## config.mk

```make
export PLATFORM = sky130hd
export DESIGN_NAME = pixel_writer
export DESIGN_NICKNAME = d
export VERILOG_FILES = /design/src/rtl/pixel_writer.sv
export SDC_FILE = /design/constraint.sdc
export NUM_CORES = 1
export LEC_CHECK = 0
export BUFFER_PORTS_ARGS = -buffer_cell sky130_fd_sc_hd__clkbuf_2
export CORE_MARGIN = 5
export CORE_UTILIZATION = 35
export CTS_CLUSTER_DIAMETER = 60
export DETAILED_ROUTE_END_ITERATION = 10
export SLEW_MARGIN = 20
export SYNTH_ARGS = -nofsm -noshare
export SYNTH_HDL_FRONTEND = slang
export SYNTH_SLANG_ARGS = --single-unit
```

## constraint.sdc

```tcl
create_clock -name clock -period 14.25 [get_ports clock]
set_input_delay 2.1375 -clock clock [delete_from_list [all_inputs] [get_ports clock]]
set_output_delay 2.1375 -clock clock [all_outputs]
set_load 0.05 [all_outputs]
```

## src/rtl/pixel_writer.sv

```systemverilog
// pixel_writer: turns base + offset coordinate requests into pixel writes.
// It clips them to the visible screen, queues them in a small FIFO and
// presents them to a VGA-style sink one pixel per cycle.
//
// Ports:
//   clock, resetn             single clock, synchronous active-low reset
//   ld_xy/ld_pos/ld_colour    load base x/y, offset dx/dy, colour registers
//   x, y, dx, dy, colour      values for the loads above (9 bits each)
//   draw_pixel                request one pixel at (xb+dxr, yb+dyr) in col
//   clear                     flush all queued pixels at the next edge
//   vga_ready                 sink accepts a pixel this cycle
//   vga_x/vga_y/vga_colour    registered pixel presented to the sink
//   vga_plot                  one-cycle write strobe per pixel
//   idle                      nothing queued and no strobe in progress
//   overflow                  sticky: a pixel was dropped on a full FIFO
//   pixel_count               saturating count of strobes since reset
module pixel_writer #(
  parameter int SCREEN_W = 320,
  parameter int SCREEN_H = 240,
  parameter int DEPTH    = 8
) (
  input  logic        clock,
  input  logic        resetn,
  input  logic        ld_xy,
  input  logic        ld_pos,
  input  logic        ld_colour,
  input  logic        draw_pixel,
  input  logic [8:0]  x,
  input  logic [8:0]  y,
  input  logic [8:0]  dx,
  input  logic [8:0]  dy,
  input  logic [8:0]  colour,
  input  logic        clear,
  input  logic        vga_ready,
  output logic [8:0]  vga_x,
  output logic [7:0]  vga_y,
  output logic [8:0]  vga_colour,
  output logic        vga_plot,
  output logic        idle,
  output logic        overflow,
  output logic [15:0] pixel_count
);

  localparam int AW = $clog2(DEPTH);
  localparam int CW = AW + 1;
  localparam int EW = 26;  // {x[8:0], y[7:0], colour[8:0]}
  localparam logic [9:0]    SCREEN_W_C = 10'(SCREEN_W);
  localparam logic [9:0]    SCREEN_H_C = 10'(SCREEN_H);
  localparam logic [CW-1:0] DEPTH_C    = CW'(DEPTH);

  logic [8:0]    xb_r, yb_r, dxr_r, dyr_r, col_r;
  logic [EW-1:0] fifo_mem_r [DEPTH];
  logic [AW-1:0] wr_ptr_r, rd_ptr_r;
  logic [CW-1:0] count_r;
  logic [8:0]    vga_x_r, vga_colour_r;
  logic [7:0]    vga_y_r;
  logic          vga_plot_r, overflow_r;
  logic [15:0]   pixel_count_r;

  logic [9:0]    px_s, py_s;
  logic          clip_s, full_s, pop_s, push_req_s, push_s, drop_s;
  logic [EW-1:0] entry_s;

  // Coordinate sum, clipping and FIFO handshake decode.
  always_comb begin
    // Sums kept at 10 bits so large offsets cannot wrap back on screen.
    px_s       = {1'b0, xb_r} + {1'b0, dxr_r};
    py_s       = {1'b0, yb_r} + {1'b0, dyr_r};
    clip_s     = (px_s >= SCREEN_W_C) || (py_s >= SCREEN_H_C);
    entry_s    = {px_s[8:0], py_s[7:0], col_r};
    full_s     = (count_r == DEPTH_C);
    pop_s      = (count_r != {CW{1'b0}}) && vga_ready;
    // A clear discards a same-cycle request; a pop frees room for a push.
    push_req_s = draw_pixel && !clip_s && !clear;
    push_s     = push_req_s && (!full_s || pop_s);
    drop_s     = push_req_s && full_s && !pop_s;
  end

  // Coordinate and colour registers; loads are independent.
  always_ff @(posedge clock) begin
    if (!resetn) begin
      xb_r  <= 9'd0;
      yb_r  <= 9'd0;
      dxr_r <= 9'd0;
      dyr_r <= 9'd0;
      col_r <= 9'd0;
    end else begin
      if (ld_xy) begin
        xb_r <= x;
        yb_r <= y;
      end
      if (ld_pos) begin
        dxr_r <= dx;
        dyr_r <= dy;
      end
      if (ld_colour) begin
        col_r <= colour;
      end
    end
  end

  // FIFO storage; contents need no reset because pointers gate them.
  always_ff @(posedge clock) begin
    if (resetn && push_s) begin
      fifo_mem_r[wr_ptr_r] <= entry_s;
    end
  end

  // FIFO pointers and occupancy.
  always_ff @(posedge clock) begin
    if (!resetn || clear) begin
      wr_ptr_r <= {AW{1'b0}};
      rd_ptr_r <= {AW{1'b0}};
      count_r  <= {CW{1'b0}};
    end else begin
      if (push_s) begin
        wr_ptr_r <= wr_ptr_r + AW'(1'b1);
      end
      if (pop_s) begin
        rd_ptr_r <= rd_ptr_r + AW'(1'b1);
      end
      case ({push_s, pop_s})
        2'b10:   count_r <= count_r + CW'(1'b1);
        2'b01:   count_r <= count_r - CW'(1'b1);
        default: count_r <= count_r;
      endcase
    end
  end

  // Output stage: a pop in the clear cycle still produces its strobe.
  always_ff @(posedge clock) begin
    if (!resetn) begin
      vga_x_r      <= 9'd0;
      vga_y_r      <= 8'd0;
      vga_colour_r <= 9'd0;
      vga_plot_r   <= 1'b0;
    end else if (pop_s) begin
      vga_x_r      <= fifo_mem_r[rd_ptr_r][25:17];
      vga_y_r      <= fifo_mem_r[rd_ptr_r][16:9];
      vga_colour_r <= fifo_mem_r[rd_ptr_r][8:0];
      vga_plot_r   <= 1'b1;
    end else begin
      vga_plot_r   <= 1'b0;
    end
  end

  // Sticky overflow flag and saturating plot counter.
  always_ff @(posedge clock) begin
    if (!resetn) begin
      overflow_r    <= 1'b0;
      pixel_count_r <= 16'd0;
    end else begin
      if (drop_s) begin
        overflow_r <= 1'b1;
      end
      if (vga_plot_r && (pixel_count_r != 16'hFFFF)) begin
        pixel_count_r <= pixel_count_r + 16'd1;
      end
    end
  end

  assign vga_x       = vga_x_r;
  assign vga_y       = vga_y_r;
  assign vga_colour  = vga_colour_r;
  assign vga_plot    = vga_plot_r;
  assign overflow    = overflow_r;
  assign pixel_count = pixel_count_r;
  assign idle        = (count_r == {CW{1'b0}}) && !vga_plot_r;

endmodule
```

==> results.json, run 1 <==
{
  "status": "finished clean",
  "r2r_setup_slack_ns": 9.67,
  "route.detailed.drc": 0,
  "synthesis.area_um2": 12800,
  "clk_pin_slew_ns": 0.06,
  "hpwl_um": 15700,
  "synth_top_area_share": 0.489,
  "seqPwrFrac": 0.504,
  "yosysMostFrequentCell": "edfxtp_1",
  "synth_cell_type_count": 59,
  "hold_depth": 2,
  "cts_setup_buffers": 0,
  "synth_top_cell_by_area": "edfxtp_1",
  "wire_per_inst_um": 17.7,
  "fp.coreArea_um2": 36300,
  "synth_area_per_cell_um2": 15.4,
  "finalClockSkew_ns": 0.0181,
  "yosysSeqAreaShare": 0.645,
  "r2r_end": "fifo_mem_r[2][7]$_DFFE_PP_",
  "grt_max_degree": 94,
  "crit_arrival_ns": 5.23,
  "rsz0062_at_grt": "no",
  "die_height_um": 201,
  "die_area_um2": 40400,
  "combPwrFrac": 0.063,
  "period_needed_ns": 5.05,
  "dp_cells": 1361,
  "critPathSlowestCell": "nor3_2",
  "htreeDepth": 2,
  "maxCapViolCount": 0,
  "firstDrtPassIters": 4,
  "synth_ff_type": "edfxtp_1",
  "fin_nets": 1009,
  "rr_worst_depth": 12,
  "cts_num_sinks": 307,
  "boundaryPins": 98,
  "routed_wirelength_um": 25200,
  "cp-end-kind": "register",
  "tightest_slew_ns": 1.06,
  "ys_seq_elements": 307,
  "vias": 7028,
  "yosys-top-cells-area": "edfxtp_1 49%, dfxtp_1 16%, mux4_2 9.2%",
  "grt_use_total": 0.124,
  "finalWeightedCongestion": 0.768,
  "cts.repair.resized": 0,
  "p_int_mw": 1.53,
  "clockPowerShare": 0.434,
  "grt_antenna_before_repair": 0,
  "fillerInstances": 3386,
  "initial_core_util": 0.352,
  "cts_buffer_depth": 3,
  "rows": 70,
  "synth-warning-count": 0,
  "dpl_worst_slack_ns": 8.63,
  "cts_hold_buf": 0,
  "power.density_nw_per_um2": 132,
  "relSlewSlack": 0.292,
  "grt_pass1_wl_um": 40100,
  "final_cells": 1423,
  "fin_util": 0.410,
  "path_cells": "clkbuf_2 > nor4b_1 > nand2_1 > a21oi_1 > or4b_1 > nor4_4 > nand2b_1 > nor3_2 > buf_4",
  "crit_fanout": 15,
  "grt_pass1_vias": 7235,
  "finalSetupTns_ns": 0,
  "irDropWorstVdd_mv": 0.0809,
  "crit_path_max_incr_delay_ns": 0.86,
  "diodes": 0,
  "crit_path_start_kind": "input pin",
  "clock_latency_ns": 0.51,
  "final-setup-viol-count": 0,
  "power_mw": 1.96,
  "hp-class": "register to register",
  "fp.dieW_um": 201,
  "cts_root_buf": "clkbuf_16",
  "ant_nets": 0,
  "r2r-start": "xb_r[0]$_SDFFE_PN0P_",
  "worstPathRequired_ns": 14.43,
  "p_leak_nw": 5.52,
  "maxSlewViolCount": 0,
  "hold_start": "count_r[3]$_SDFFE_PP0P_",
  "layout-drive-gt1-share": 0.237,
  "synth.net_count": 909,
  "via_per_inst": 4.94,
  "synthCells": 830,
  "grt_overflow": 0,
  "fmax_ghz": 0.198,
  "area_growth_syn_to_layout_pct": 16.6,
  "drtIter0Drc": 250,
  "p_sw_frac": 0.219,
  "p_switching_mw": 0.431,
  "finalHoldViolCount": 0,
  "portBuffers": 97,
  "async_flop_share": 0,
  "cts_tree": "yes",
  "synth_edf_count": 208,
  "setup_ws_ns": 9.20,
  "numCtsBuffers": 35,
  "yosys-top-cells-count": "208 x edfxtp_1, 99 x dfxtp_1, 76 x mux2i_1",
  "crit_type": "input pin to register",
  "post-route-period-util": 0.354,
  "min_to": "count_r[3]$_SDFFE_PP0P_"
}
==> stage by stage <==
stage	hold slack, ns	area, um2
after floorplan	0.454	12800
final	0.492	14900
after CTS	0.499	14900
after global routing	0.510	14900
after detailed placement	0.489	13800
after global placement	0.478	13800
==> per-layer routing <==
layer	vias to the layer above	share of wire	global-route usage
met4	0	0.017	0.0315
li1	3382	-	-
met1	3491	0.47	0.171
met3	33	0.049	0.0268
met2	122	0.47	0.200
met5	-	0	0
==> power groups by stage <==
stage               clock [mW]  sequential, mW  combinational [mW]
floorplan                    0            1.02              0.0745
global placement             0            1.01               0.123
detailed placement           0            1.01               0.125
CTS                      0.882           0.990               0.125
global route             0.920           0.991               0.136
finish                   0.852           0.990               0.123
==> cell families after synthesis <==
kind of cell	synth area share
mux	0.151
simple gates	0.0831
xor+xnor	0.0185
fa+ha+maj	0.0273
compound gates	0.0574
buf+inv	0.0176
flops	0.645
==> flip-flops by register name, indices dropped and copies added, names as in the netlist, 3 cells and up <==
name,flops
fifo_mem_r,208
pixel_count,16
col_r,9
dxr_r,9
dyr_r,9
vga_colour,9
vga_x,9
xb_r,9
yb_r,9
vga_y,8
count_r,4
rd_ptr_r,3
wr_ptr_r,3
==> area by class of cell <==
cell class                 count  area (um2)  area share
clock inverter                16         171      0.0115
timing repair buffer         104         538      0.0361
sequential                   307        8230       0.553
multi-input combinational    464        4370       0.294
inverter                      18        67.6     0.00454
tap                          468         586      0.0393
clock buffer                  46         917      0.0616
==> critical path: cells and delay by family <==
family                 cells  cell delay [ns]
AOI/OAI and AO/OA          1             0.13
and+or+nand+nor            6             2.45
buffers and inverters      2             0.50
==> cells in the final DEF, fill, tap and decap left out, types with 23 or more instances in the layout <==
cell type / synthesis / layout
edfxtp_1: 208 / 208
dfxtp_1: 99 / 97
clkbuf_2: 0 / 96
mux2i_1: 76 / 76
mux4_2: 52 / 52
nor2b_1: 51 / 51
nand2_1: 45 / 45
clkbuf_16: 0 / 35
o211a_1: 26 / 26
ha_1: 23 / 23
==> worst max-delay path by stage <==
stage | from | endpoint | slack [ns] | depth (start not counted)
after CTS | clear | fifo_mem_r[2][7]$_DFFE_PP_ | 9.16 | 9
after detailed placement | clear | fifo_mem_r[2][1]$_DFFE_PP_ | 8.63 | 9
final | clear | fifo_mem_r[2][7]$_DFFE_PP_ | 9.20 | 9
after global placement | clear | fifo_mem_r[2][0]$_DFFE_PP_ | 8.71 | 9
after global routing | clear | fifo_mem_r[2][8]$_DFFE_PP_ | 8.90 | 9
after floorplan | clear | fifo_mem_r[6][0]$_DFFE_PP_ | 8.39 | 7
(Power assumes the default switching activity.)
==> inputs of run 2 (changes only) <==
Clock period 14.25 ns to 5 ns, I/O delays scaled along.
==> run 2 against run 1 <==
  * Global-route usage increased by 0.63 points
  * Sequential share of layout area decreased by 0.76 points
  * Combinational power increased to 2.8 times the previous value
  * Register-to-register slack got worse by 8.7 ns
  * Critical endpoint is now fifo_mem_r[5][11]$_DFFE_PP_
==> results.json, run 2 (synthesis gave the netlist of run 1 again) <==
{
  "diodes": 0,
  "maxCapViolCount": 0,
  "layout-drive-gt1-share": 0.246,
  "fp.dieW_um": 201,
  "fin_nets": 1024,
  "drtIter0Drc": 293,
  "fp.coreArea_um2": 36300,
  "ant_nets": 0,
  "htreeDepth": 2,
  "portBuffers": 97,
  "finalClockSkew_ns": 0.0224,
  "finalSetupTns_ns": 0,
  "crit_fanout": 10,
  "grt_use_total": 0.130,
  "route.detailed.drc": 0,
  "routed_wirelength_um": 26200,
  "period_needed_ns": 4.06,
  "cts_setup_buffers": 0,
  "wire_per_inst_um": 18.2,
  "fillerInstances": 3366,
  "hold_depth": 3,
  "cts_tree": "yes",
  "tightest_slew_ns": 1.04,
  "dpl_worst_slack_ns": 0.866,
  "irDropWorstVdd_mv": 0.246,
  "fin_util": 0.416,
  "rows": 70,
  "grt_max_degree": 88,
  "hpwl_um": 17000,
  "rsz0062_at_grt": "no",
  "status": "finished clean",
  "cp-end-kind": "register",
  "clk_pin_slew_ns": 0.06,
  "boundaryPins": 98,
  "finalWeightedCongestion": 0.752,
  "cts_num_sinks": 307,
  "die_area_um2": 40400,
  "vias": 7091,
  "rr_worst_depth": 12,
  "die_height_um": 201,
  "cts_hold_buf": 0,
  "initial_core_util": 0.352,
  "fmax_ghz": 0.246,
  "crit_arrival_ns": 4.29,
  "cts.repair.resized": 0,
  "numCtsBuffers": 37,
  "setup_ws_ns": 0.936,
  "worstPathRequired_ns": 5.23,
  "cts_root_buf": "clkbuf_16",
  "cts_buffer_depth": 3,
  "mostFrequentLayoutCell": "edfxtp_1",
  "largest_reg_flops": 208,
  "post-route-period-util": 0.813,
  "final-setup-viol-count": 0,
  "p_leak_nw": 5.66,
  "crit_type": "register to register",
  "grt_pass1_wl_um": 41700,
  "whs_ns": 0.479,
  "maxSlewViolCount": 0,
  "grt_pass1_vias": 7321,
  "relSlewSlack": 0.308,
  "regMostFlops": "fifo_mem_r",
  "grt_antenna_before_repair": 0,
  "power.density_nw_per_um2": 384,
  "crit_path_start_kind": "register",
  "grt_overflow": 0,
  "area_growth_syn_to_layout_pct": 18.3,
  "firstDrtPassIters": 4,
  "final_cell_mix": "208 x edfxtp_1, 97 x dfxtp_1, 96 x clkbuf_2",
  "hp-class": "input pin to register",
  "via_per_inst": 4.93,
  "finalHoldViolCount": 0,
  "clock_latency_ns": 0.53
}
run 2: critical path, stage by stage (launching register included):
cell and delay [ns]:
dfxtp_1 0.34, ha_1 0.20, inv_1 0.06, fa_1 0.39, and2b_1 0.24, o2111ai_2 0.13, and3_1 0.17, o21a_1 0.20
or4b_1 0.58, nor4_4 0.39, nand2_1 0.21, nor2_2 0.53, buf_4 0.32
run 2: metrics by stage:
step | instance area (um2) | power [mW] | std cells
global placement | 13900 | 3.23 | 1374
CTS | 15100 | 5.88 | 1439
global route | 15100 | 6.02 | 1439
finish | 15100 | 5.79 | 1439
detailed placement | 13900 | 3.23 | 1374
floorplan | 12800 | 3.11 | 830
run 2: cell type report:
type | instances | area (um2) | share of cell area
sequential | 307 | 8230 | 0.546
multi-input combinational | 464 | 4340 | 0.287
clock buffer | 45 | 977 | 0.0648
timing repair buffer | 117 | 673 | 0.0446
tap | 468 | 586 | 0.0388
clock inverter | 20 | 219 | 0.0145
inverter | 18 | 67.6 | 0.00448
run 2: path summary, 6_finish.rpt:
| path | endpoint | startpoint | slack (ns) |
|---|---|---|---|
| worst max register to register | fifo_mem_r[5][11]$_DFFE_PP_ | xb_r[0]$_SDFFE_PN0P_ | 0.94 |
| worst max-delay path | fifo_mem_r[5][11]$_DFFE_PP_ | xb_r[0]$_SDFFE_PN0P_ | 0.94 |
| worst min register to register | vga_y[2]$_SDFFE_PN0P_ | vga_y[2]$_SDFFE_PN0P_ | 0.49 |
| worst min-delay path | col_r[3]$_SDFFE_PN0P_ | colour[3] | 0.48 |
run 2: layer usage:
layer,GRT usage,routed length (um),share of wire
met5,0,0,0
met4,0.0450,593,0.023
met1,0.183,12600,0.48
met3,0.0296,1250,0.048
met2,0.200,11800,0.45
run 2: report_power, final:
| group | internal (mW) | switching, mW |
|---|---|---|
| Sequential | 2.79 | 0.0342 |
| Combinational | 0.129 | 0.221 |
| Clock | 1.60 | 1.01 |
==> inputs of run 3 (changes only) <==
Clock period 5 ns to 3.75 ns, I/O delays scaled along.
==> run 3 against run 2 <==
  * Critical path depth up 5
  * Global-route usage down 0.12 points
  * Sequential power up 33%
  * Setup slack worse by 0.88 ns
  * Total power up 36%
  * Largest power group unchanged
  * Critical endpoint is now count_r[3]$_SDFFE_PP0P_
  * Non-clock buffer count up 18
  * Clock power up 38%
  * Sequential share of layout area down 1.1 points
  * Hold slack worse by 0.17 ns
  * Highest routed layer unchanged
  * Cell area up 2.2%
==> results.json, run 3 (synthesis gave the netlist of run 1 again) <==
{
  "clk_pin_slew_ns": 0.06,
  "ant_nets": 0,
  "tightest_slew_ns": 0.874,
  "cts_num_sinks": 307,
  "fin_nets": 1041,
  "cp-end-kind": "register",
  "clock_latency_ns": 0.51,
  "diodes": 0,
  "path_cells": "ha_4 > inv_2 > fa_2 > and2b_1 > o2111ai_2 > and3_1 > o21a_1 > or4_4 > o21ai_4 > inv_4 > ha_4 > a21o_1 > a21oi_2 > or3_1 > nor3_2 > a21oi_2 > mux2i_1",
  "status": "finished clean",
  "grt_pass1_vias": 7415,
  "firstDrtPassIters": 4,
  "grt_antenna_before_repair": 0,
  "critPathTopFamily": "simple AND/OR/NAND/NOR gates",
  "portBuffers": 97,
  "crit_arrival_ns": 4.09,
  "grt_use_total": 0.129,
  "p_leak_nw": 5.80,
  "area_growth_syn_to_layout_pct": 20.8,
  "dp_cells": 1384,
  "post-route-period-util": 0.985,
  "crit_path_max_incr_delay_ns": 0.56,
  "crit_type": "register to register",
  "layout-drive-gt1-share": 0.281,
  "hpwl_um": 16900,
  "grt_overflow": 0,
  "regMostFlops": "fifo_mem_r",
  "via_per_inst": 4.92,
  "numCtsBuffers": 36,
  "irDropWorstVdd_mv": 0.420,
  "finalWeightedCongestion": 0.756,
  "route.detailed.drc": 0,
  "htreeDepth": 2,
  "crit_fanout": 6,
  "drtIter0Drc": 300,
  "cts_hold_buf": 0,
  "cts_root_buf": "clkbuf_16",
  "final_cell_mix": "208 x edfxtp_1, 96 x clkbuf_2, 95 x dfxtp_1",
  "boundaryPins": 98,
  "finalClockSkew_ns": 0.0121,
  "fp.dieW_um": 201,
  "cts_tree": "yes",
  "power.density_nw_per_um2": 510,
  "crit_path_start_kind": "register",
  "worstPathRequired_ns": 4.15,
  "grt_pass1_wl_um": 41600,
  "final_cells": 1455,
  "fp.coreArea_um2": 36300,
  "wire_per_inst_um": 18.1,
  "grt_max_degree": 91,
  "die_height_um": 201,
  "finalHoldViolCount": 0,
  "die_area_um2": 40400,
  "vias": 7165,
  "maxSlewViolCount": 0,
  "whs_ns": 0.311,
  "relSlewSlack": 0.417,
  "routed_wirelength_um": 26300,
  "rows": 70,
  "fmax_ghz": 0.271,
  "fillerInstances": 3311,
  "cp_num_buf_inv": 2,
  "final-setup-viol-count": 0,
  "mostFrequentLayoutCell": "edfxtp_1",
  "maxCapViolCount": 0,
  "hp-class": "input pin to register",
  "largest_reg_flops": 208,
  "critPathSlowestCell": "or4_4",
  "initial_core_util": 0.352,
  "period_needed_ns": 3.69,
  "cts_buffer_depth": 3
}
## run 3: layout make-up
type                            count  area, um2  share of cell area
Multi-Input combinational cell    464       4410               0.286
Timing Repair Buffer              135        883              0.0573
Clock inverter                     19        260              0.0169
Sequential cell                   307       8240               0.534
Tap cell                          468        586              0.0380
Clock buffer                       44        972              0.0630
Inverter                           18       70.1             0.00454
## run 3: through the flow
| step | setup TNS [ns] | cell area (um2) | util | setup slack (ns) | power, mW |
|---|---|---|---|---|---|
| final | 0 | 15400 | 0.425 | 0.0572 | 7.86 |
| after global routing | -0.0622 | 15400 | 0.425 | -0.0622 | 8.19 |
| after CTS | 0 | 15300 | 0.423 | 0.0395 | 7.98 |
| after detailed placement | -0.00164 | 14100 | 0.389 | -0.00164 | 4.33 |
| after global placement | 0 | 14100 | 0.389 | 0.0529 | 4.32 |
| after floorplan | -2.37 | 12800 | - | -0.0318 | 4.16 |
## run 3: final timing paths
kind	startpoint	end	slack (ns)	cells after the start
setup / recovery	xb_r[0]$_SDFFE_PN0P_	count_r[3]$_SDFFE_PP0P_	0.06	17
hold / removal	dy[5]	dyr_r[5]$_SDFFE_PN0P_	0.31	3
setup reg to reg	xb_r[0]$_SDFFE_PN0P_	count_r[3]$_SDFFE_PP0P_	0.06	17
hold reg to reg	vga_colour[5]$_SDFFE_PN0P_	vga_colour[5]$_SDFFE_PN0P_	0.50	1
## run 3: what timing repair did
action	in CTS	in global routing
gates cloned	0	0
pin swaps	1	12
buffers inserted	0	8
setup endpoints to repair	1	1
resized for setup	0	9
## run 3: metal layers
layer	track usage	share of wire	up-vias
met5	0	0	-
li1	-	-	3444
met3	0.0276	0.054	38
met4	0.0344	0.019	0
met1	0.180	0.47	3549
met2	0.205	0.46	134
## run 3: tightest hold or removal path: stages
cell and delay (ns):
clkbuf_2 0.07, mux2i_1 0.06, nor2b_1 0.09
## run 3: report_power, final
part / total [mW] / internal [mW] / switching [mW]
clock network: 3.61 / 2.26 / 1.34
logic: 0.497 / 0.193 / 0.304
registers: 3.76 / 3.72 / 0.0431
total: 7.86 / 6.17 / 1.69
